`src/rtl/cpa_resolver.sv`:
```
// Segmented, pipelined carry-propagate adder: resolves a sum row and a carry row into
// one binary result, settling SEG bits per stage behind a valid/ready handshake.
module cpa_resolver #(
   parameter int    WIDTH  = 32,
   parameter int    SEG    = 8,
   parameter string OUTREG = "FALSE"
) (
   input  logic             clk,
   input  logic             rst,
   input  logic             in_valid,
   output logic             in_ready,
   input  logic [WIDTH-1:0] S,
   input  logic [WIDTH-1:0] C,
   input  logic             CIN,
   output logic             out_valid,
   input  logic             out_ready,
   output logic [WIDTH:0]   SUM,
   output logic             PROP_ALL
);

   localparam int NSTAGE   = WIDTH / SEG;
   localparam bit USE_OREG = (OUTREG == "TRUE");

   logic           w_adv;
   logic [WIDTH:0] w_out_sum;
   logic           w_out_prop;
   logic           w_out_vld;

   if ((WIDTH % SEG) != 0) begin : g_bad_cfg
      $error("cpa_resolver: WIDTH (%0d) must be a multiple of SEG (%0d)", WIDTH, SEG);
   end

   // Stage k sees operand bits from segment k upward (skewed by k stages) and carries the
   // already-settled low segments forward, so every segment leaves the last stage together.
   for (genvar k = 0; k < NSTAGE; k++) begin : g_stage
      localparam int REM = WIDTH - k * SEG;

      logic [REM-1:0]         w_s;
      logic [REM-1:0]         w_c;
      logic                   w_cin;
      logic                   w_prop_in;
      logic                   w_vld_in;
      logic [SEG:0]           w_seg;
      logic [(k+1)*SEG-1:0]   w_sum_nx;

      logic [(k+1)*SEG-1:0]   r_sum;
      logic                   r_cy;
      logic                   r_prop;
      logic                   r_vld;

      if (k == 0) begin : g_head
         assign w_s       = S;
         assign w_c       = C;
         assign w_cin     = CIN;
         assign w_prop_in = 1'b1;
         assign w_vld_in  = in_valid;
         assign w_sum_nx  = w_seg[SEG-1:0];
      end else begin : g_body
         assign w_s       = g_stage[k-1].g_fwd.r_s;
         assign w_c       = g_stage[k-1].g_fwd.r_c;
         assign w_cin     = g_stage[k-1].r_cy;
         assign w_prop_in = g_stage[k-1].r_prop;
         assign w_vld_in  = g_stage[k-1].r_vld;
         assign w_sum_nx  = {w_seg[SEG-1:0], g_stage[k-1].r_sum};
      end

      assign w_seg = {1'b0, w_s[SEG-1:0]} + {1'b0, w_c[SEG-1:0]} + {{SEG{1'b0}}, w_cin};

      always_ff @(posedge clk) begin
         if (rst) begin
            r_vld <= 1'b0;
         end else if (w_adv) begin
            r_vld <= w_vld_in;
         end
      end

      // NOTE: datapath registers carry no reset; only valid bits do, and outputs are gated by out_valid.
      always_ff @(posedge clk) begin
         if (w_adv) begin
            r_sum  <= w_sum_nx;
            r_cy   <= w_seg[SEG];
            r_prop <= w_prop_in & (&(w_s[SEG-1:0] ^ w_c[SEG-1:0]));
         end
      end

      if (k < NSTAGE - 1) begin : g_fwd
         logic [REM-SEG-1:0] r_s;
         logic [REM-SEG-1:0] r_c;

         always_ff @(posedge clk) begin
            if (w_adv) begin
               r_s <= w_s[REM-1:SEG];
               r_c <= w_c[REM-1:SEG];
            end
         end
      end
   end

   if (USE_OREG) begin : g_oreg
      logic [WIDTH:0] r_o_sum;
      logic           r_o_prop;
      logic           r_o_vld;

      always_ff @(posedge clk) begin
         if (rst) begin
            r_o_vld <= 1'b0;
         end else if (w_adv) begin
            r_o_vld <= g_stage[NSTAGE-1].r_vld;
         end
      end

      always_ff @(posedge clk) begin
         if (w_adv) begin
            r_o_sum  <= {g_stage[NSTAGE-1].r_cy, g_stage[NSTAGE-1].r_sum};
            r_o_prop <= g_stage[NSTAGE-1].r_prop;
         end
      end

      assign w_out_sum  = r_o_sum;
      assign w_out_prop = r_o_prop;
      assign w_out_vld  = r_o_vld;
   end else begin : g_no_oreg
      assign w_out_sum  = {g_stage[NSTAGE-1].r_cy, g_stage[NSTAGE-1].r_sum};
      assign w_out_prop = g_stage[NSTAGE-1].r_prop;
      assign w_out_vld  = g_stage[NSTAGE-1].r_vld;
   end

   // One global enable: the whole pipe moves or the whole pipe holds.
   assign w_adv     = !w_out_vld || out_ready;
   assign in_ready  = w_adv;
   assign out_valid = w_out_vld;
   assign SUM       = w_out_vld ? w_out_sum : '0;
   assign PROP_ALL  = w_out_vld & w_out_prop;

endmodule

```
`config.mk`:
```
export PLATFORM = sky130hd
export DESIGN_NAME = cpa_resolver
export DESIGN_NICKNAME = d
export VERILOG_FILES = /design/src/rtl/cpa_resolver.sv
export SDC_FILE = /design/constraint.sdc
export NUM_CORES = 1
export LEC_CHECK = 0
export ABC_AREA = 1
export CAP_MARGIN = 30
export CELL_PAD_IN_SITES_DETAIL_PLACEMENT = 1
export CELL_PAD_IN_SITES_GLOBAL_PLACEMENT = 2
export CORE_MARGIN = 1.5
export CORE_UTILIZATION = 40
export CTS_BUF_LIST = sky130_fd_sc_hd__clkbuf_4 sky130_fd_sc_hd__clkbuf_8
export DETAILED_ROUTE_END_ITERATION = 7
export PLACE_DENSITY_LB_ADDON = 0.12
export REMOVE_ABC_BUFFERS = 1
export SLEW_MARGIN = 20
export SYNTH_ARGS = -nofsm -noshare
export SYNTH_HDL_FRONTEND = slang
export SYNTH_SLANG_ARGS = --single-unit
```
`constraint.sdc`:
```
create_clock -name clk -period 4.1 [get_ports clk]
set_input_delay 0.615 -clock clk [delete_from_list [all_inputs] [get_ports clk]]
set_output_delay 0.615 -clock clk [all_outputs]
set_load 0.05 [all_outputs]
```
# Word level (Yosys, flattened, before mapping)

Index checks and enable logic that the tools add are counted.

Output and inout bits: 36
Input port bits: 69
Register bits: 188
Word-level logic and storage cells: 45

Mux-type cells: 1
Bitwise gates (word level): 8
Reductions and logical operators: 6
Add/subtract/negate cells: 8

Operators by type and width:

| kind                                   | number |
|---|---|
| 8-bit by 8-bit adder with 9-bit output | 4 |
| 9-bit by 1-bit adder with 9-bit output | 4 |
| 33-bit two-way mux                     | 1 |
| 8-bit AND reduction                    | 4 |
| 8-bit XOR                              | 4 |
| 1-bit bitwise AND                      | 4 |
| 1-bit zero test                        | 1 |
| 1-bit logical OR                       | 1 |

# Longest topological paths before layout

Gate-level depths: netlist (run 1).

Word-level depth: 3
Gate-level depth with buffers: 8
Mapped depth without buffers: 8

# Least setup slack after synthesis (run 1)

No wires, ideal clock.

Path type: register to output
Start point: reg g_stage[3].r_vld, in the netlist out_valid
End point: out in_ready
Path buffers: 1
Cell stages (with the launch flop): 5
Arrival time: 2.954 ns
Slack: 0.531 ns
Required time: 3.485 ns
Cells stage by stage: dfxtp_1 buf_4 inv_2 nor2_4 inv_2

Longest elaborated chain between the ends: 2

RTL lines:

| element                  | line | source |
|---|---|---|
| start: declaration       | 49   | `logic r_vld;` |
| start signal: assignment | 73   | `r_vld <= w_vld_in;` |
| 1-bit zero test          | 129  | `assign w_adv = !w_out_vld \|\| out_ready;` |
| 1-bit logical OR         | 129  |  |
| end: declaration         | 11   | `output logic in_ready,` |

No other way between the ends.

# Worst setup path after layout (run 1)

Same ends and word-level chain as after synthesis.

==> results.txt, run 1 <==
The flow ran to the end, and the final reports show no timing, DRC or antenna violations. The average routed wire per standard cell came out at 14.1 µm. For this run, design rule violations remaining after detail routing come to 0. The achievable frequency is 317 MHz. The kind of cell adding the most delay to the critical path is buffers and inverters.

The maximum single-stage delay on the critical path came out at 0.81 ns. For the worst setup path, the data arrival time is 2.54 ns. Setup violations remaining at the end of the flow were counted as 0. The filler cells instantiated in the layout total 1837. The post-synthesis cell area came out at 7530 µm². Setup repair after global routing left no endpoint under its margin. The count of final max-slew check failures came out at 0. The initial antenna violation count came out at 0. Among all flip-flop cells after synthesis, the most frequent one is edfxtp_1. The number of buffers added on ports is 104.

The clock sink count is 188. OpenSTA, run right after detailed placement, puts the worst setup slack at 1.04 ns. The fraction of synthesized cell area taken by the top area cell type is 0.734. After layout, the design draws a total of 4250 µW.

The total number of vias is 4069. The count of pins on the block boundary is 105. Between clock sinks in the finished design, the worst skew comes to 0.0135 ns. For the final routed database, the setup TNS stands at 0 ns. TritonCTS built the clock tree.

After synthesis, the most frequently instantiated cells are edfxtp_1, nand2_1, inv_1. The endpoint required time on the critical path is 3.48 ns. The area of the core is 18200 µm².

Yosys attributes the largest share of cell area to edfxtp_1, nand2_1, ha_1, inv_1, fa_1. The die covers 19700 µm². The netlist uses 25 different library cells. In this run the power density over the cells is 457 nW/µm². Entering global routing, the biggest net connects 102 pins.

The die is 140 µm wide. CTS placed an instance of clkbuf_8 at the clock tree root. The max-slew headroom at the worst pin is 0.571. The share of the clock period used by the worst path is 0.769. The number of detailed-route iterations in the first pass came out at 4. The time the final worst path needs with I/O delays and setup came out at 3.15 ns. The number of warnings printed during yosys synthesis is 0.

The slowest stage of the critical path belongs to the cell clkdlybuf4s50_1. The final instance area is 9310 µm². Of the total synthesized cell area, the portion taken by full adders, half adders and majority gates is 0.0744.

The synthesized area divided by synthesized cell count came out at 14.4 µm². The mux cell area share after synthesis came out at 0. The vertical die dimension came out at 140 µm.

The count of instances resized after the clock tree is built is 0. The combined global-route utilization of all metal layers is 0.138. For the pin with the worst max-slew slack, the measured transition is 0.644 ns. The worst-path maximum fanout is 36.

In this run the post-CTS setup repair buffer count came out at 0. The final number of hold-violating endpoints is 0. The total overflow reported by the global router is 0.

The wire length of the first global-routing pass is 20600 µm. The kind of critical path is flop to output port. The fraction of registers with async set/reset is 0. In this run, synthesis produced a sequential element count of 188.

The number of buffers and inverters on the critical path is 4. The post-synthesis compound-gate area fraction came out at 0.0116. The cell type with the largest total area after synthesis is edfxtp_1. The clock-pin transition on the worst setup and hold timing paths is 0.09 ns. The layout overhead on the synthesized area came out at 23.7%.

The area share of and/or/nand/nor cells after synthesis is 0.118. The H-tree depth is 4. The number of global-route vias before repair is 4272.

The path class of the tightest hold or removal check is flop to flop. The via density per instance came out at 4.58. Synthesis handed over a netlist of 524 instances.

The congestion estimate from routability-driven global placement came to 0.802. The worst IR drop on VDD is 0.226 mV. The cell count after placement came out at 856. The initialized floorplan defines 49 standard-cell rows. The worst setup path is launched from a flop.

The share of post-route cells with drive strength above 1 came out at 0.0759. The clock passes through at most 2 buffers. For this design, the CTS-stage hold fixing added 0 buffers. At the later pin of the worst-skew pair, clock insertion delay measures 0.45 ns.

The worst path meets setup with 0.945 ns of slack. The diode insertion count for antenna repair is 0. The final antenna-violating net count is 0. Of the total synthesized cell area, the portion taken by XOR and XNOR cells is 0.0140.

The effective utilization at floorplan came out at 0.414. Yosys instantiated no cell more often than edfxtp_1. The final wirelength came out at 12500 µm. Counting the buffers created by CTS gives 17.

The number of nets in the finished design is 755. The placed instance area came out at 8870 µm². Counting flops with a built-in enable in the synthesized netlist gives 184.

By area, the combinational part of the netlist is dominated by simple AND/OR/NAND/NOR gates. The placed wire-length estimate came out at 8690 µm. The post-route non-filler standard cell count came out at 888. The number of design-rule violations left by the first detailed-router iteration came out at 208.

The post-synthesis sequential area ratio came out at 0.744. The signal on the critical path passes through buf_4, inv_2, nor2_4, clkinv_4, clkdlybuf4s50_1. Summed over all cells, the static leakage comes to 0.00392 µW. The worst setup path is captured at an output port.

Across the run, the number of max-cap violations was 0.
-- where the power goes --
group	total (µW)	switching (µW)	internal, µW
Sequential	2500	77.2	2430
Clock	1320	648	674
Combinational	426	232	193
-- per-layer routing --
metal / vias up / track usage / wire [µm]
li1: 2042 / - / -
met3: 14 / 0.0438 / 595
met2: 79 / 0.242 / 6530
met4: 0 / 0.0499 / 148
met1: 1934 / 0.158 / 5240
met5: - / 0 / 0
-- cell type report --
cell class                 count  area, µm²  area share
clock inverter                14        195      0.0210
clock buffer                  18        241      0.0259
sequential                   188       5610       0.602
timing repair buffer         107       1080       0.116
inverter                      69        264      0.0284
multi-input combinational    263       1640       0.176
tap                          229        287      0.0308
-- metrics by stage --
step,utilization,hold WS [ns]
global route,0.511,0.426
global placement,0.487,0.400
detailed placement,0.487,0.405
finish,0.511,0.416
floorplan,-,0.400
CTS,0.511,0.421
-- cells in the final DEF, fill, tap and decap left out, types with 6 or more instances in the layout --
cell,netlist,final
inv_1,65,65
clkdlybuf4s50_1,0,104
ha_1,32,32
clkbuf_8,0,17
a21oi_1,15,15
nand3_1,25,25
or2_1,6,6
fa_1,8,8
edfxtp_1,184,184
nand3b_1,10,10
xor2_1,10,10
nor2_1,13,13
nand2_1,127,127
-- flip-flops by register name, summed over array words and instances (netlist names) --
| register | count |
|---|---|
| out_valid | 1 |
| g_stage.r_vld | 3 |
| g_stage.r_sum | 80 |
| g_stage.g_fwd.r_c | 48 |
| g_stage.r_prop | 4 |
| g_stage.g_fwd.r_s | 48 |
| g_stage.r_cy | 4 |
-- path summary, 6_finish.rpt --
check                                from                       to  slack [ns]  cells past startpoint
setup / recovery                out_valid                 in_ready        0.95                      5
hold / removal    g_stage[1].g_fwd.r_s[9]  g_stage[2].g_fwd.r_s[1]        0.42                      0
setup reg to reg                out_valid  g_stage[0].g_fwd.r_c[9]        2.02                      5
hold reg to reg   g_stage[1].g_fwd.r_s[9]  g_stage[2].g_fwd.r_s[1]        0.42                      0
-- cells by family after synthesis --
| family | after synthesis |
|---|---|
| AO/OA/AOI/OAI | 16 |
| XOR/XNOR | 12 |
| adder cells (fa/ha/maj) | 40 |
| buffers and inverters | 73 |
| flip-flops | 188 |
| AND/OR/NAND/NOR | 195 |
Note: power is estimated with default switching activity, not from simulation.
==> run 2, diff against run 1 <==
--- a/config.mk
+++ b/config.mk
@@ -10,7 +10,7 @@
 export CELL_PAD_IN_SITES_DETAIL_PLACEMENT = 1
 export CELL_PAD_IN_SITES_GLOBAL_PLACEMENT = 2
 export CORE_MARGIN = 1.5
-export CORE_UTILIZATION = 40
+export CORE_UTILIZATION = 36
 export CTS_BUF_LIST = sky130_fd_sc_hd__clkbuf_4 sky130_fd_sc_hd__clkbuf_8
 export DETAILED_ROUTE_END_ITERATION = 7
 export PLACE_DENSITY_LB_ADDON = 0.12
==> constraint.sdc (replaced) <==
create_clock -name clk -period 2.7 [get_ports clk]
set_input_delay 0.405 -clock clk [delete_from_list [all_inputs] [get_ports clk]]
set_output_delay 0.405 -clock clk [all_outputs]
set_load 0.05 [all_outputs]
==> results.txt, run 2 (same netlist as run 1, synthesis figures left out) <==
The via density per instance is 4.45. The total number of vias is 4146. The TritonCTS clock tree is done. The count of buffers added on input and output ports is 104.

For this design, the slowest cell found on the critical path is fa_1. Leaving out filler cells and counting taps, the final layout contains 932. The number of antenna diodes in the final layout is 0.

The number of global-route vias before repair is 4307. The layout overhead on the synthesized area is 28.5%. The worst IR drop on VDD came out at 0.288 mV. In the routed design, unresolved DRC markers number 0.

The time the final worst path needs with I/O delays and setup is 2.08 ns. The total overflow reported by the global router is 0. The die outline area is 21800 µm². The clock sink count came out at 188.

The worst clock skew came out at 0.0149 ns. Entering global routing, the biggest net connects 83 pins. The count of pins on the block boundary is 105. Of the cells placed in the final design, the portion with a size suffix greater than 1 is 0.134. For this run, the slowest stage of the critical path takes 0.49 ns. In this run the worst hold path is classified as flop to flop. The final antenna-violating net count came out at 0. The clock-pin transition on the worst setup and hold timing paths is 0.10 ns. The wire length of the first global-routing pass is 21200 µm. Dividing the final minimum period by the clock period gives 0.769.

The area of the core came out at 20400 µm². The combined global-route utilization of all metal layers came out at 0.127. The effective utilization at floorplan came out at 0.370. In this run the worst path has a maximum fanout of 2. The number of detailed-route iterations in the first pass is 4. The library cell used most frequently in the layout, excluding fill and tap cells, is edfxtp_1. The floorplan step set the die width to 148 µm.

The worst slack after detailed placement is 0.250 ns. The max-slew headroom at the worst pin came out at 0.535. The worst path setup slack after routing came out at 0.624 ns. Buffers added to address setup during post-CTS repair amount to 0. More flip-flops sit in one register than any other, and that register is g_stage.r_sum. The count of final max-slew check failures is 0.

The vertical die dimension came out at 148 µm. The endpoint required time on the critical path is 2.92 ns. The signal on the critical path passes through fa_1, fa_1, nand2_1, nand2_1, nand3b_1, nand2_1, nand2_1, nand2_1.

The cell with the most instances on the worst path is nand2_1. Setup repair after global routing left no endpoint under its margin. In this run, post-CTS hold repair placed 0 buffers. In this run the number of H-tree levels came out at 4. The critical path is of the flop to flop type.

Gates resized during post-CTS repair numbered 0. The worst path arrival time came out at 2.29 ns. The final weighted congestion in routability-driven placement came out at 0.799. The net count of the finished layout is 758. In this run the static leakage power is 0.00406 µW. The worst setup path is captured at a flop. The achievable frequency came out at 482 MHz. The power density over the cells is 645 nW/µm².

The register with the most flip-flops in the layout has 80 of them. The placed wire-length estimate is 9370 µm. The site row count is 52. The startpoint type of the worst setup path is a flop.

The library cells used most frequently in the layout, excluding fill and tap cells, are edfxtp_1, nand2_1, clkdlybuf4s50_1. The average routed wire per standard cell is 14.0 µm. The count of final setup violators came out at 0. The final number of hold-violating endpoints came out at 0.

The summed negative setup slack over all endpoints is 0 ns. The pin slew with the least headroom to its limit came out at 0.698 ns. After detailed routing, the total wire length is 13000 µm. The flow ran to the end, and the final reports show no timing, DRC or antenna violations. The number of clock buffers inserted by TritonCTS came out at 17. The initial antenna violation count is 0.

Clock latency on the worst-skew pair, taken at its later pin, is 0.45 ns. The overall power is 6240 µW. The cell at the root of the clock tree is clkbuf_8. The clock tree buffer depth came out at 2.

The cell count after placement is 899. The number of design-rule violations left by the first detailed-router iteration is 182. The largest registers in the layout are g_stage.r_sum x80, g_stage.g_fwd.r_c x48, g_stage.g_fwd.r_s x48. The number of max-cap violations came out at 0.
-- run 2: routing by layer --
| layer | GRT usage | wire, µm | vias to the layer above |
|---|---|---|---|
| met4 | 0.0450 | 177 | 0 |
| met1 | 0.153 | 5610 | 2004 |
| met5 | 0 | 0 | - |
| met3 | 0.0398 | 581 | 17 |
| li1 | - | - | 2045 |
| met2 | 0.215 | 6670 | 80 |
-- run 2: final cells by class --
type                            count  area (µm²)
Fill cell                        2060       10700
Sequential cell                   188        5610
Multi-Input combinational cell    263        1640
Timing Repair Buffer              110        1450
Tap cell                          270         338
Inverter                           69         264
Clock buffer                       17         234
Clock inverter                     15         138
-- run 2: critical path, delay by kind of cell, from the launching register on --
family	cells	cell delay [ns]
DFF	1	0.41
adders and majority gates	2	0.92
and+or+nand+nor	6	0.50
-- run 2: report_power, final --
group          internal, µW  leakage (µW)  switching (µW)
registers              3680       0.00199             116
logic                   323       0.00189             362
clock network           742      0.000179            1010
-- run 2: through the flow --
stage	instance area (µm²)	hold WS, ns	utilization
detailed placement	9280	0.406	0.456
floorplan	7510	0.400	-
finish	9680	0.413	0.475
global placement	9280	0.400	0.456
CTS	9650	0.423	0.474
global route	9680	0.427	0.475
-- run 2: path summary, 6_finish.rpt --
kind / start / endpoint / slack [ns] / depth (start not counted)
min reg2reg: g_stage[1].g_fwd.r_c[10] / g_stage[2].g_fwd.r_c[2] / 0.41 / 0
max: g_stage[2].r_cy / g_stage[3].r_sum[30] / 0.62 / 8
max reg2reg: g_stage[2].r_cy / g_stage[3].r_sum[30] / 0.62 / 8
min: g_stage[1].g_fwd.r_c[10] / g_stage[2].g_fwd.r_c[2] / 0.41 / 0
==> run 3, diff against run 2 <==
--- a/config.mk
+++ b/config.mk
@@ -10,7 +10,7 @@
 export CELL_PAD_IN_SITES_DETAIL_PLACEMENT = 1
 export CELL_PAD_IN_SITES_GLOBAL_PLACEMENT = 2
 export CORE_MARGIN = 1.5
-export CORE_UTILIZATION = 36
+export CORE_UTILIZATION = 40
 export CTS_BUF_LIST = sky130_fd_sc_hd__clkbuf_4 sky130_fd_sc_hd__clkbuf_8
 export DETAILED_ROUTE_END_ITERATION = 7
 export PLACE_DENSITY_LB_ADDON = 0.12
==> constraint.sdc (replaced) <==
create_clock -name clk -period 2.2 [get_ports clk]
set_input_delay 0.33 -clock clk [delete_from_list [all_inputs] [get_ports clk]]
set_output_delay 0.33 -clock clk [all_outputs]
set_load 0.05 [all_outputs]
==> results.txt, run 3 (same netlist as run 1, synthesis figures left out) <==
The run finished with clean final reports. The worst clock skew is 0.00914 ns. After layout, the worst setup slack is 0.176 ns. The multi-input combinational cells in the finished layout cover a total of 1640 µm². Measured against its own limit, the worst slew margin works out to 0.725.

The cell count along the critical path came out at 8. Leaving out fill and tap cells, the most frequent cell in the layout is edfxtp_1. The endpoint required time on the critical path came out at 2.41 ns. The worst slack after detailed placement is -0.189 ns. The count of final setup violators came out at 0. The clock-pin transition on the worst setup and hold timing paths came out at 0.09 ns.

105 I/O pins were placed. STA classifies the critical path endpoint as a flop. The diode insertion count for antenna repair is 0. The number of design-rule violations left by the first detailed-router iteration is 156. Traced cell by cell, the critical path runs through fa_1, fa_1, nand2_1, nand2_1, nand3b_1, nand2_1, nand2_1, nand2_1.

The clock passes through at most 2 buffers. The clock sink count is 188. The startpoint of the worst-slack reg-to-reg timing path is g_stage[0].g_fwd.r_s[0].

The kind of critical path is flop to flop. The combined global-route utilization of all metal layers is 0.136. In this run, CTS created clock tree buffers numbering 17. The final number of hold-violating endpoints came out at 0.

The number of fill cells is 1772. The number of cells traversed by the worst register-to-register path is 8. The library cells used most frequently in the layout, excluding fill and tap cells, are edfxtp_1, nand2_1, clkdlybuf4s50_1. The cell that appears most often on the critical path is nand2_1. The H-tree depth came out at 4.

The register with the most flip-flops in the layout has 80 of them. At the later pin of the worst-skew pair, clock insertion delay measures 0.45 ns. The die covers 19700 µm².

The layout overhead on the synthesized area is 28.6%. The TritonCTS clock tree is done. The critical path ends at g_stage[1].r_sum[14]. Buffers inserted to repair hold after CTS numbered 0. The worst IR drop on VDD came out at 0.358 mV. The number of detailed-route iterations in the first pass is 6. Of all nets on the critical path, the largest fanout is 2.

The pin slew with the least headroom to its limit is 0.412 ns. The number of global-route vias before repair is 4247. The count of final max-slew check failures came out at 0. Entering global routing, the biggest net connects 63 pins. Setup repair after global routing left no endpoint under its margin. The worst flop-to-flop path endpoint is g_stage[1].r_sum[14]. The count of instances resized after the clock tree is built came out at 0. The number of buffers and inverters on the critical path is 0. The initial antenna violation count is 0. The final weighted congestion in routability-driven placement is 0.790. The time the final worst path needs with I/O delays and setup came out at 2.02 ns.

For this block, wires on met1 add up to 5310 µm. The net count of the finished layout is 760. The number of max-cap violations is 0. The total number of vias is 4112. The placed wire-length estimate came out at 9170 µm. For this run, the share of the core covered by cells in the final layout is 0.532.

The floorplan die width is 140 µm. The worst path arrival time is 2.23 ns. The met3 layer wire length in the routed design is 688 µm. The register with the most flip-flops in the final layout is g_stage.r_sum. The class of the worst hold path is flop to flop. The final antenna-violating net count is 0. The cell at the root of the clock tree is clkbuf_8. The total overflow reported by the global router is 0. The worst setup slack for register-to-register paths is 0.18 ns. The share of post-route cells with drive strength above 1 came out at 0.136. The met2 layer wire length in the routed design came out at 6460 µm. Tracing the worst setup path back leads to its startpoint at g_stage[0].g_fwd.r_s[0]. The wire length of the first global-routing pass came out at 20400 µm. The via density per instance is 4.60. The remaining design rule violation count is 0.

The largest single stage delay on the critical path is 0.45 ns. The achievable frequency came out at 494 MHz. Grouping stages by cell kind, the critical path spends the most delay in adder cells.

The vertical die dimension is 140 µm. The slowest stage of the critical path belongs to the cell fa_1. The share of the clock period used by the worst path came out at 0.920.

In the final layout, flip-flops and latches occupy 5610 µm². The standby leakage power is 0.00409 µW. The final wirelength came out at 12600 µm. The power density over the cells is 809 nW/µm².

The largest registers in the layout are g_stage.r_sum x80, g_stage.g_fwd.r_c x48, g_stage.g_fwd.r_s x48. The detailed router used layers up to and including met4. The area of the core is 18200 µm².

The site row count came out at 49. The post-CTS setup-driven buffer insertion count came out at 0. Dividing the detail-routed wire length by the instance count gives 14.1 µm. STA classifies the critical path startpoint as a flop. For this configuration, the core starts out at a cell density of 0.414.

The number of buffers added on ports came out at 104.
## run 3: changes by cell type in the layout (fill, tap and decap cells not counted)
cell        delta
clkinv_4       +2
inv_8          -1
clkinv_1       +1
buf_12         +2
bufinv_16      +2
clkinvlp_4     -1
buf_16         -1
inv_6          -3
buf_4          +1
## run 3: cell type report
class                      count  share of cell area
timing repair buffer         112               0.152
sequential                   188               0.579
clock inverter                15              0.0180
clock buffer                  17              0.0242
multi-input combinational    263               0.170
inverter                      69              0.0273
tap                          229              0.0296
## run 3: worst min-delay path by stage
stage	startpoint	end	slack, ns	depth (start not counted)
after floorplan	rst	g_stage[0].r_vld	0.40	1
after global placement	g_stage[2].r_sum[1]	g_stage[3].r_sum[1]	0.40	0
after detailed placement	g_stage[0].g_fwd.r_s[13]	g_stage[1].g_fwd.r_s[5]	0.41	0
after CTS	S[20]	g_stage[0].g_fwd.r_s[12]	0.39	1
after global routing	C[15]	g_stage[0].g_fwd.r_c[7]	0.39	1
final	g_stage[1].g_fwd.r_c[10]	g_stage[2].g_fwd.r_c[2]	0.42	0
## run 3: worst reg2reg max path: cells and delay by family (launching register included)
| family | cells | cell delay (ns) |
|---|---|---|
| DFF | 1 | 0.44 |
| adders and majority gates | 2 | 0.86 |
| and+or+nand+nor | 6 | 0.48 |
## run 3: metrics by stage
stage          TNS, ns  std cells  hold WS (ns)  power (µW)  cell area [µm²]
2_1_floorplan  -262.19        520         0.399        5210             7510
3_3_place_gp    -0.399        861         0.401        5550             9270
3_5_place_dp    -0.558        861         0.405        5620             9270
4_1_cts              0        893         0.391        7940             9680
5_1_grt              0        893         0.390        8180             9680
6_report             0        893         0.421        7830             9680
## run 3: power breakdown
group	total, µW	internal, µW	switching [µW]	leakage [µW]
clock	2310	1120	1190	0.000197
sequential	4670	4520	150	0.00199
combinational	842	400	442	0.00191
total	7830	6040	1790	0.00409
## run 3: per-layer routing
layer  GRT usage  up-vias
met5           0        -
met4      0.0438        0
met3      0.0448       11
met2       0.241       84
met1       0.155     1962
li1            -     2055
